<file path="src/rtl/mem_access_pkg.sv">
// Shared types for the MAR/MDR memory-access unit: transfer sizes, FSM states,
// lane counts and the request legality check.
package mem_access_pkg;

    typedef enum logic [1:0] {
        SZ_BYTE  = 2'b00,
        SZ_HALF  = 2'b01,
        SZ_WORD  = 2'b10,
        SZ_DWORD = 2'b11
    } size_e;

    typedef enum logic [1:0] {
        ST_IDLE = 2'b00,
        ST_WAIT = 2'b01,
        ST_RESP = 2'b10
    } state_e;

    localparam int LANES_W32 = 4;
    localparam int LANES_W64 = 8;

    // Misaligned accesses, and dwords on a 32-bit bus, never reach memory.
    function automatic logic req_is_bad(input size_e size, input logic [2:0] addr_lo,
                                        input logic dword_ok);
        case (size)
            SZ_BYTE: return 1'b0;
            SZ_HALF: return addr_lo[0];
            SZ_WORD: return |addr_lo[1:0];
            default: return !dword_ok || (|addr_lo);
        endcase
    endfunction

endpackage

</file>
<file path="src/rtl/mem_lane_align.sv">
// Big-endian lane steering: places store data and byte enables on the bus and
// extracts/extends load data. Bus byte i (bits 8i+7:8i) sits at offset NB-1-i.
module mem_lane_align
    import mem_access_pkg::*;
#(
    parameter int DATA_W = 32
) (
    input  size_e                         i_size,
    input  logic                          i_unsigned,
    input  logic [$clog2(DATA_W/8)-1:0]   i_offset,
    input  logic [DATA_W-1:0]             i_wdata,
    input  logic [DATA_W-1:0]             i_rdata,
    output logic [DATA_W-1:0]             o_wdata,
    output logic [DATA_W/8-1:0]           o_be,
    output logic [DATA_W-1:0]             o_rdata
);
    localparam int NB = DATA_W / 8;

    logic [7:0]        w_nbytes;
    logic [7:0]        w_lsb_lane;
    logic [NB-1:0]     w_lanes;
    logic [DATA_W-1:0] w_mask;
    logic [DATA_W-1:0] w_load;
    logic              w_sign;

    always_comb begin
        w_nbytes   = 8'd1 << i_size;
        // Lowest bus byte occupied by the item; wraps for illegal sizes, which shifts everything out.
        w_lsb_lane = 8'(NB) - 8'(i_offset) - w_nbytes;
        w_lanes    = '0;
        w_mask     = '0;
        for (int b = 0; b < NB; b++) begin
            w_lanes[b]       = (8'(b) < w_nbytes);
            w_mask[8*b +: 8] = {8{w_lanes[b]}};
        end
        o_be    = w_lanes << w_lsb_lane;
        o_wdata = (i_wdata & w_mask) << {w_lsb_lane, 3'b000};
        w_load  = (i_rdata >> {w_lsb_lane, 3'b000}) & w_mask;
        case (i_size)
            SZ_BYTE: w_sign = w_load[7];
            SZ_HALF: w_sign = w_load[15];
            SZ_WORD: w_sign = w_load[31];
            default: w_sign = w_load[DATA_W-1];
        endcase
        o_rdata = w_load | ((w_sign && !i_unsigned) ? ~w_mask : '0);
    end

endmodule

</file>
<file path="src/rtl/mem_access_unit.sv">
// MAR/MDR memory-access engine with enable/MOC four-phase handshake.
// Optional WAIT timeout enabled by defining MEM_TIMEOUT_EN.
//
// state   | meaning
// --------+--------------------------------------------------------------
// ST_IDLE | ready when MOC low; latches MAR/MDR/byte enables on accept
// ST_WAIT | mem_enable high until MOC (or timeout when enabled)
// ST_RESP | one-cycle rsp_valid pulse, then back to idle
module mem_access_unit
    import mem_access_pkg::*;
#(
    parameter int ADDR_W      = 32,
    parameter int DATA_W      = 32,
    parameter int TIMEOUT_CYC = 16
) (
    input  logic                i_clk,
    input  logic                i_reset,
    input  logic                i_req_valid,
    output logic                o_req_ready,
    input  logic                i_req_rw,
    input  logic [1:0]          i_req_size,
    input  logic                i_req_unsigned,
    input  logic [ADDR_W-1:0]   i_req_addr,
    input  logic [DATA_W-1:0]   i_req_wdata,
    output logic                o_rsp_valid,
    output logic [DATA_W-1:0]   o_rsp_rdata,
    output logic                o_rsp_err,
    output logic [ADDR_W-1:0]   o_mem_addr,
    output logic [DATA_W-1:0]   o_mem_wdata,
    output logic [DATA_W/8-1:0] o_mem_be,
    output logic                o_mem_enable,
    output logic                o_mem_rw,
    input  logic [DATA_W-1:0]   i_mem_rdata,
    input  logic                i_mem_moc
);
    localparam int NB    = (DATA_W == 64) ? LANES_W64 : LANES_W32;
    localparam int OFF_W = $clog2(NB);

    if (DATA_W != 32 && DATA_W != 64) begin : g_bad_width
        $error("mem_access_unit: DATA_W must be 32 or 64");
    end
    if (TIMEOUT_CYC < 1) begin : g_bad_timeout
        $error("mem_access_unit: TIMEOUT_CYC must be at least 1");
    end

    state_e              r_state;
    logic [ADDR_W-1:0]   r_addr;
    logic [DATA_W-1:0]   r_mdr;
    logic [NB-1:0]       r_be;
    logic                r_rw;
    size_e               r_size;
    logic                r_unsigned;
    logic                r_mem_enable;
    logic                r_rsp_valid;
    logic                r_rsp_err;
    logic [DATA_W-1:0]   r_rsp_rdata;
`ifdef MEM_TIMEOUT_EN
    localparam int TMR_W = $clog2(TIMEOUT_CYC + 1);
    logic [TMR_W-1:0]    r_timer;
`endif

    logic                w_req_ready;
    logic                w_accept;
    logic                w_bad;
    size_e               w_size;
    logic                w_unsigned;
    logic [OFF_W-1:0]    w_offset;
    logic [DATA_W-1:0]   w_wdata_placed;
    logic [NB-1:0]       w_be;
    logic [DATA_W-1:0]   w_rdata_ext;

    assign w_req_ready = (r_state == ST_IDLE) && !i_mem_moc;
    assign w_accept    = i_req_valid && w_req_ready;
    assign w_bad       = req_is_bad(size_e'(i_req_size), i_req_addr[2:0], NB == LANES_W64);

    // One aligner serves both directions: request fields in IDLE, latched fields afterwards.
    assign w_size     = (r_state == ST_IDLE) ? size_e'(i_req_size) : r_size;
    assign w_unsigned = (r_state == ST_IDLE) ? i_req_unsigned : r_unsigned;
    assign w_offset   = (r_state == ST_IDLE) ? i_req_addr[OFF_W-1:0] : r_addr[OFF_W-1:0];

    mem_lane_align #(.DATA_W(DATA_W)) u_align (
        .i_size     (w_size),
        .i_unsigned (w_unsigned),
        .i_offset   (w_offset),
        .i_wdata    (i_req_wdata),
        .i_rdata    (i_mem_rdata),
        .o_wdata    (w_wdata_placed),
        .o_be       (w_be),
        .o_rdata    (w_rdata_ext)
    );

    always_ff @(posedge i_clk) begin
        if (i_reset) begin
            r_state      <= ST_IDLE;
            r_addr       <= '0;
            r_mdr        <= '0;
            r_be         <= '0;
            r_rw         <= 1'b0;
            r_size       <= SZ_BYTE;
            r_unsigned   <= 1'b0;
            r_mem_enable <= 1'b0;
            r_rsp_valid  <= 1'b0;
            r_rsp_err    <= 1'b0;
            r_rsp_rdata  <= '0;
`ifdef MEM_TIMEOUT_EN
            r_timer      <= '0;
`endif
        end else begin
            r_rsp_valid <= 1'b0;
            r_rsp_err   <= 1'b0;
            case (r_state)
                ST_IDLE: begin
                    r_rsp_rdata <= '0;
                    if (w_accept) begin
                        r_addr     <= i_req_addr;
                        r_mdr      <= w_wdata_placed;
                        r_be       <= w_be;
                        r_rw       <= i_req_rw;
                        r_size     <= size_e'(i_req_size);
                        r_unsigned <= i_req_unsigned;
                        if (w_bad) begin
                            r_state     <= ST_RESP;
                            r_rsp_valid <= 1'b1;
                            r_rsp_err   <= 1'b1;
                        end else begin
                            r_state      <= ST_WAIT;
                            r_mem_enable <= 1'b1;
`ifdef MEM_TIMEOUT_EN
                            r_timer      <= TMR_W'(TIMEOUT_CYC - 1);
`endif
                        end
                    end
                end
                ST_WAIT: begin
                    if (i_mem_moc) begin
                        r_state      <= ST_RESP;
                        r_mem_enable <= 1'b0;
                        r_rsp_valid  <= 1'b1;
                        r_rsp_rdata  <= r_rw ? w_rdata_ext : '0;
                    end
`ifdef MEM_TIMEOUT_EN
                    else if (r_timer == '0) begin
                        r_state      <= ST_RESP;
                        r_mem_enable <= 1'b0;
                        r_rsp_valid  <= 1'b1;
                        r_rsp_err    <= 1'b1;
                    end else begin
                        r_timer <= r_timer - 1'b1;
                    end
`endif
                end
                ST_RESP: r_state <= ST_IDLE;
                default: r_state <= ST_IDLE;
            endcase
        end
    end

    assign o_req_ready  = w_req_ready;
    assign o_rsp_valid  = r_rsp_valid;
    assign o_rsp_err    = r_rsp_err;
    assign o_rsp_rdata  = r_rsp_rdata;
    assign o_mem_addr   = r_addr;
    assign o_mem_wdata  = r_mdr;
    assign o_mem_be     = r_be;
    assign o_mem_enable = r_mem_enable;
    assign o_mem_rw     = r_rw;

endmodule

</file>
<file path="config.mk">
export PLATFORM = sky130hd
export DESIGN_NAME = mem_access_unit
export DESIGN_NICKNAME = d
export VERILOG_FILES = /design/src/rtl/mem_access_pkg.sv /design/src/rtl/mem_lane_align.sv /design/src/rtl/mem_access_unit.sv
export SDC_FILE = /design/constraint.sdc
export NUM_CORES = 1
export LEC_CHECK = 0
export ABC_AREA = 1
export CORE_MARGIN = 3
export CORE_UTILIZATION = 30
export CTS_CLUSTER_DIAMETER = 120
export CTS_CLUSTER_SIZE = 25
export DETAILED_ROUTE_END_ITERATION = 10
export PLACE_DENSITY_LB_ADDON = 0.05
export SKIP_LAST_GASP = 1
export SYNTH_ARGS = -nofsm -noshare
export SYNTH_HDL_FRONTEND = slang
export SYNTH_SLANG_ARGS = --single-unit
</file>
<file path="constraint.sdc">
create_clock -name i_clk -period 4.21 [get_ports i_clk]
set_input_delay 1.263 -clock i_clk [delete_from_list [all_inputs] [get_ports i_clk]]
set_output_delay 1.263 -clock i_clk [all_outputs]
set_load 0.05 [all_outputs]
</file>
==> out/qor.txt, run 1 <==
CTS tree: yes
Worst Path Arrival: 4.35 ns
Warnings, synthesis: 0
P&R area growth vs syn: 58.5%
Post-Place Cells: 1265
Worst reg2reg endpoint: o_rsp_rdata[23]$_SDFFE_PP0P_
LEAKAGE: 3.27 nW
Pwr Total: 3.03 mW
Kind of critical path: input pin to register
Cells along the critical path: clkdlybuf4s50_1 -> inv_1 -> nand2_1 -> nand2_2 -> ha_4 -> inv_1 -> fa_2 -> or2_1 -> nand2_2 -> nand2_2 -> a21oi_4 -> buf_6 -> nand4_1 -> o21ai_1 -> nor2_1 -> nor2_1 -> nand2_1 -> nand2_2 -> clkbuf_16 -> nand2_1 -> a21oi_1
I/O pin cnt: 209
GPL Wtd Cong: 0.822
Setup TNS: 0 ns
Crit path top cell by count: nand2_2
Synth Instances: 815
Gr ovfl total: 0
Post-synthesis register bit count: 109
Die X: 140 µm
Rel. slew slack: 0.380
Clk buf depth: 2
Multiplexer share of the synthesized area: 0.00371
Synth area leaders: dfxtp_1 (40%), nand2_1 (21%), a21oi_1 (11%)
Total GRT Usage: 0.194
Worst-Skew Late Latency: 0.36 ns
Max incr delay on CP: 0.47 ns
# DRC: 0
Seq pwr share: 0.356
Clk pin slew, worst setup/hold paths: 0.07 ns
Compound-cell area share of the yosys netlist: 0.195
Layout cell share with drive strength beyond 1: 0.123
Critical-path top delay cell: clkdlybuf4s50_1
Syn_area_per_cell: 6.62 µm²
Fin area: 8550 µm²
Comb pwr share: 0.347
Worst setup SP type: input pin
Ant diodes: 0
Seq/Total Area, Yosys: 0.404
Area share of fa/ha/maj cells after synthesis: 0.0130
Critical path's top delay family: simple AND/OR/NAND/NOR gates
Post-DP HPWL: 14.6 mm
Post-CTS Hold Fix Bufs: 0
Die area: 19600 µm²
Synth Area in Simple Gates: 0.310
CORE AREA: 17500 µm²
Clock Power Share: 0.297
CTS Sinks: 109
First-pass GRT wire length: 30.9 mm
Synth top area share: 0.404
Antenna violations before repair: 0
Root buffer cell: clkbuf_16
Remaining antenna violation count: 0
Fillcell total: 1832
Cell Pwr Density: 354 nW/µm²
Crit path buffers/inverters: 5
Minimum clock period after layout: 4.06 ns
Hold path depth: 2
Hold path startpoint: o_rsp_rdata[1]$_SDFFE_PP0P_
Final hold vios: 0
Net Sw Frac: 0.345
Dominant cell type by area after synthesis: dfxtp_1
Post-Syn Nets: 924
Final setup viols: 0
Xor and xnor fraction of the mapped netlist area: 0
Post-place instance area: 8080 µm²
Number of global-route vias before repair: 5838
Worst Hold Path EP: o_rsp_rdata[1]$_SDFFE_PP0P_
Avg Vias per Cell: 4.73
H-tree level count: 3
Largest net degree at the start of global routing: 85
Cell area after synthesis: 5400 µm²
Reg2Reg Setup Slack: 0.81 ns
Number of buffers created by CTS: 9
Largest family of logic cells by synthesized area: simple AND/OR/NAND/NOR gates
Peak Freq: 246 MHz
Worst Max-Slew Pin Slew: 0.930 ns
Launching point of the worst reg2reg path: r_state[0]$_SDFFE_PP0P_
Int Pwr: 1.98 mW
Routed wire per std cell: 15.3 µm
Chip height: 140 µm
Row count: 48
Fin nets: 1164
R2R depth: 22
Vias: 6082
Setup crit end kind: register
Crit path depth: 21
Port Buf Inserts: 208
Synth cell types: 37
CP required: 4.50 ns
VDD IR-drop max: 0.000285 V
Clock skew: 0.00826 ns
Non-Filler Instances: 1285
Net Sw Power: 1.05 mW
Iteration count of the initial detailed-routing pass: 5
Routed wire length: 19.7 mm
Crit path max fanout: 8
Status: complete, no violations
Final period utilization: 0.965
Hold WC Path Type: register to register
Initial DRC Count: 330
Maxcap violations: 0
Pins over their slew limit: 0
Initial core utilization: 0.309
[stage by stage]
stage | utilization | hold slack (ns) | worst slack, ns
after floorplan | - | 0.440 | 0.00406
after CTS | 0.481 | 0.465 | -0.00466
after global routing | 0.489 | 0.482 | -0.0320
final | 0.489 | 0.465 | 0.146
after detailed placement | 0.462 | 0.455 | -0.454
after global placement | 0.462 | 0.451 | -0.355
[cell usage after synthesis (all sizes together)]
master     n
nand2    308
o31ai      1
clkbuf    40
buf        9
a21oi    118
ha         4
nor3       2
mux2i      2
o221ai     1
nand3     48
fa         1
clkinv     3
o211ai    13
a31oi      3
a22oi      4
inv       50
dfxtp    109
a32oi      5
nand4      1
o21ai     31
nor4       1
or2        1
nor2      49
o22ai      6
a2bb2oi    1
a211oi     4
[cells in the final DEF, fill, tap and decap left out, types with 3 or more instances in the layout]
| cell | count |
|---|---|
| nor2_1 | 44 |
| o211ai_1 | 13 |
| clkinv_1 | 3 |
| a22oi_1 | 4 |
| inv_2 | 4 |
| ha_4 | 4 |
| nand3_1 | 46 |
| o21ai_0 | 24 |
| nand2_1 | 291 |
| dfxtp_1 | 109 |
| a31oi_1 | 3 |
| inv_1 | 46 |
| o21ai_1 | 5 |
| a21oi_1 | 111 |
| a32oi_1 | 5 |
| a21oi_2 | 5 |
| o22ai_1 | 6 |
| a211oi_1 | 4 |
| nor2_4 | 4 |
| buf_4 | 68 |
| clkbuf_16 | 10 |
| nand2_2 | 16 |
| clkdlybuf4s50_1 | 205 |
[final cells by class]
class,instances,area (µm²),area share
well taps,225,282,0.0329
inverters,53,199,0.0233
clock buffers,11,243,0.0284
repair buffers,278,2650,0.310
clock inverters,5,71.3,0.00834
multi-input cells,604,2920,0.342
flip-flops and latches,109,2180,0.255
[worst max path at each step]
stage,startpoint,to,slack (ns)
detailed placement,i_req_addr[0],o_rsp_rdata[12]$_SDFFE_PP0P_,-0.45
global placement,i_req_addr[0],o_rsp_rdata[11]$_SDFFE_PP0P_,-0.35
finish,i_req_addr[0],o_rsp_rdata[23]$_SDFFE_PP0P_,0.15
floorplan,i_req_size[1],o_rsp_rdata[22]$_SDFFE_PP0P_,0.004
global route,i_req_size[1],o_rsp_rdata[26]$_SDFFE_PP0P_,-0.03
CTS,i_req_addr[0],o_rsp_rdata[21]$_SDFFE_PP0P_,-0.005
[sequential cells by signal (all words and copies together), names as in the netlist]
signal / cells
o_mem_rw: 1
o_rsp_err: 1
o_rsp_valid: 1
r_size: 2
r_unsigned: 1
o_mem_be: 4
o_mem_addr: 32
r_state: 2
o_mem_enable: 1
o_rsp_rdata: 32
o_mem_wdata: 32
[kinds of logic after synthesis]
family          after synthesis
flops                       109
compound gates              187
mux                           2
simple gates                410
buf+inv                     102
fa+ha+maj                     5
[per-layer routing]
metal / global-route usage / wire, µm
met2: 0.312 / 9230
met3: 0.0536 / 1510
met5: 0 / 0
met1: 0.258 / 8700
met4: 0.0520 / 273
[repair_timing]
action | 4_1_cts | 5_1_grt
resized for setup | 1 | 22
buffers inserted | 0 | 3
cloned | 0 | 1
endpoints found under the setup margin | 8 | 54
pin swaps | 0 | 14
[worst min-delay path: stages (launching register included)]
cell and delay [ns]:
dfxtp_1 0.31, nand2_1 0.06, a21oi_1 0.05
[power groups by stage]
stage | combinational, mW | clock (mW) | sequential, mW
detailed placement | 1.00 | 0 | 1.10
finish | 1.05 | 0.900 | 1.08
CTS | 1.00 | 0.922 | 1.08
global placement | 1.00 | 0 | 1.10
floorplan | 0.470 | 0 | 1.20
global route | 1.15 | 0.958 | 1.08
Note: power is estimated with default switching activity, not from simulation.
==> run 2, diff against run 1 <==
--- a/config.mk
+++ b/config.mk
@@ -11,7 +11,7 @@
 export CTS_CLUSTER_DIAMETER = 120
 export CTS_CLUSTER_SIZE = 25
 export DETAILED_ROUTE_END_ITERATION = 10
-export PLACE_DENSITY_LB_ADDON = 0.05
+export PLACE_DENSITY = 0.67
 export SKIP_LAST_GASP = 1
 export SYNTH_ARGS = -nofsm -noshare
 export SYNTH_HDL_FRONTEND = slang
==> out/qor.txt, run 2 (synthesis gave the netlist of run 1 again) <==
Avg Vias per Cell: 4.87 (+2.9%)
Setup TNS: 0 ns (unchanged)
Final period utilization: 0.972 (+0.00610)
Util after Layout: 0.490 (+0.000788)
Routed wire per std cell: 16.1 µm (+4.9%)
Initial DRC Count: 528 (+60%)
Number of global-route vias before repair: 5858 (+0.34%)
Iteration count of the initial detailed-routing pass: 5 (unchanged)
Layout cell share with drive strength beyond 1: 0.121 (-0.00154)
Die X: 140 µm (unchanged)
Worst-Skew Late Latency: 0.36 ns (about the same)
# DRC: 0 (unchanged)
Routed wire length: 20.7 mm (+4.8%)
Largest net degree at the start of global routing: 79 (-7.1%)
Hold WC Path Type: register to register
Clock skew: 0.0102 ns (+0.00192 ns)
Rel. slew slack: 0.435 (+0.0555)
Cell Pwr Density: 361 nW/µm² (+1.8%)
LEAKAGE: 3.29 nW (+0.55%)
Number of buffers created by CTS: 9 (unchanged)
CTS tree: yes
First-pass GRT wire length: 31.7 mm (+2.8%)
Clk pin slew, worst setup/hold paths: 0.08 ns (about the same)
Gr ovfl total: 0 (unchanged)
Crit path max fanout: 8 (unchanged)
Final hold vios: 0 (unchanged)
Antenna violations before repair: 1 (+1)
Total GRT Usage: 0.200 (+0.00559)
Worst setup SP type: input pin
Remaining antenna violation count: 0 (unchanged)
Final setup viols: 0 (unchanged)
Clk buf depth: 2 (unchanged)
Setup slack after layout: 0.120 ns (-0.0257 ns)
Pre-CTS setup slack: -0.395 ns (+0.0587 ns)
Vias: 6246 (+2.7%)
Status: complete, no violations
Most common cell after layout, fill and taps aside: nand2_1
Non-Filler Instances: 1283 (-0.16%)
CORE AREA: 17500 µm² (unchanged)
GPL Wtd Cong: 0.931 (+13%)
Post-Place Cells: 1261 (-0.32%)
CP required: 4.50 ns (about the same)
Fin nets: 1161 (-0.26%)
M1 WL: 8.74 mm (+0.48%)
H-tree level count: 3 (unchanged)
Setup crit end kind: register
Initial core utilization: 0.309 (unchanged)
CTS Sinks: 109 (unchanged)
Post-DP HPWL: 15.0 mm (+3.3%)
P&R area growth vs syn: 58.7%
Fillcell total: 1740 (-5.0%)
Met2 wire len: 9.86 mm (+6.8%)
Maxcap violations: 0 (unchanged)
Pins over their slew limit: 0 (unchanged)
Row count: 48 (unchanged)
Post-CTS Hold Fix Bufs: 0 (unchanged)
Kind of critical path: input pin to register
VDD IR-drop max: 0.000232 V (-19%)
Met3 wire length: 1.65 mm (+9.1%)
Minimum clock period after layout: 4.09 ns (+0.0257 ns)
Most frequent cells in the layout: nand2_1 (291), clkdlybuf4s50_1 (204), a21oi_1 (114)
Port Buf Inserts: 208 (unchanged)
Chip height: 140 µm (unchanged)
Worst Max-Slew Pin Slew: 0.847 ns (-0.0833 ns)
Worst Path Arrival: 4.38 ns (+0.03 ns)
I/O pin cnt: 209 (unchanged)
Root buffer cell: clkbuf_16
Top routing layer used: met4
Peak Freq: 244 MHz (-0.63%)
Die area: 19600 µm² (unchanged)
run 2: cell types whose count changed in the layout (fill, tap and decap cells not counted), sizes merged:
cell / previous run / this run
bufinv: 1 / 2
diode: 0 / 1
clkdlybuf4s50: 205 / 204
dlymetal6s2s: 1 / 2
buf: 71 / 68
clkbuf: 12 / 11
inv: 50 / 51
clkinv: 6 / 5
run 2: power by group:
part	leakage, nW	internal [mW]	total [mW]	switching, mW
combinational	2.25	0.429	1.06	0.635
clock	0.155	0.529	0.947	0.418
sequential	0.883	1.06	1.08	0.0163
total	3.29	2.02	3.09	1.07
run 2: stage by stage:
stage / total power [mW] / hold WS, ns / cell area [µm²]
3_3_place_gp: 2.10 / 0.452 / 8070
3_5_place_dp: 2.10 / 0.455 / 8070
2_1_floorplan: 1.67 / 0.440 / 5400
4_1_cts: 3.06 / 0.467 / 8390
5_1_grt: 3.24 / 0.476 / 8560
6_report: 3.09 / 0.465 / 8560
run 2: worst paths after layout:
kind	end	depth (start not counted)	slack (ns)	start
worst min register to register	o_mem_addr[8]$_SDFFE_PP0P_	2	0.46	o_mem_addr[8]$_SDFFE_PP0P_
worst max-delay path	o_rsp_rdata[19]$_SDFFE_PP0P_	22	0.12	i_req_size[1]
worst max register to register	o_rsp_rdata[19]$_SDFFE_PP0P_	23	0.79	r_state[1]$_SDFFE_PP0P_
worst min-delay path	o_mem_addr[8]$_SDFFE_PP0P_	2	0.46	o_mem_addr[8]$_SDFFE_PP0P_
run 2: area by class of cell:
| class | count | area [µm²] | area share |
|---|---|---|---|
| clock inverters | 6 | 96.3 | 0.0112 |
| diodes | 1 | 2.50 | 0.000292 |
| multi-input cells | 604 | 2930 | 0.342 |
| flip-flops and latches | 109 | 2180 | 0.255 |
| well taps | 225 | 282 | 0.0329 |
| repair buffers | 275 | 2650 | 0.309 |
| inverters | 53 | 199 | 0.0232 |
| clock buffers | 10 | 229 | 0.0267 |
run 2: what timing repair did:
action,in CTS,in global routing
endpoints found under the setup margin,2,49
gates cloned,0,1
resized for setup,1,25
pin swaps,0,11
setup buffers,0,4
run 2: layer usage:
layer | vias to the layer above | GRT usage
li1 | 3134 | -
met1 | 2862 | 0.260
met2 | 224 | 0.326
met3 | 26 | 0.0553
met4 | 0 | 0.0551
met5 | - | 0
run 2: critical path, stage by stage:
cell and delay, ns:
clkdlybuf4s50_1 0.50, nand2_1 0.07, o21ai_2 0.12, nor2_4 0.06, buf_4 0.13, buf_4 0.12
fa_1 0.42, or2_1 0.25, nand2_1 0.10, nand2_2 0.07, a21oi_4 0.15, nand2_4 0.10
nor2_4 0.19, nand2_2 0.07, nand3_2 0.08, nand2_1 0.06, nand2_1 0.08, nand2_2 0.08
nand2_4 0.11, clkbuf_16 0.15, nand2_1 0.05, a21oi_1 0.14
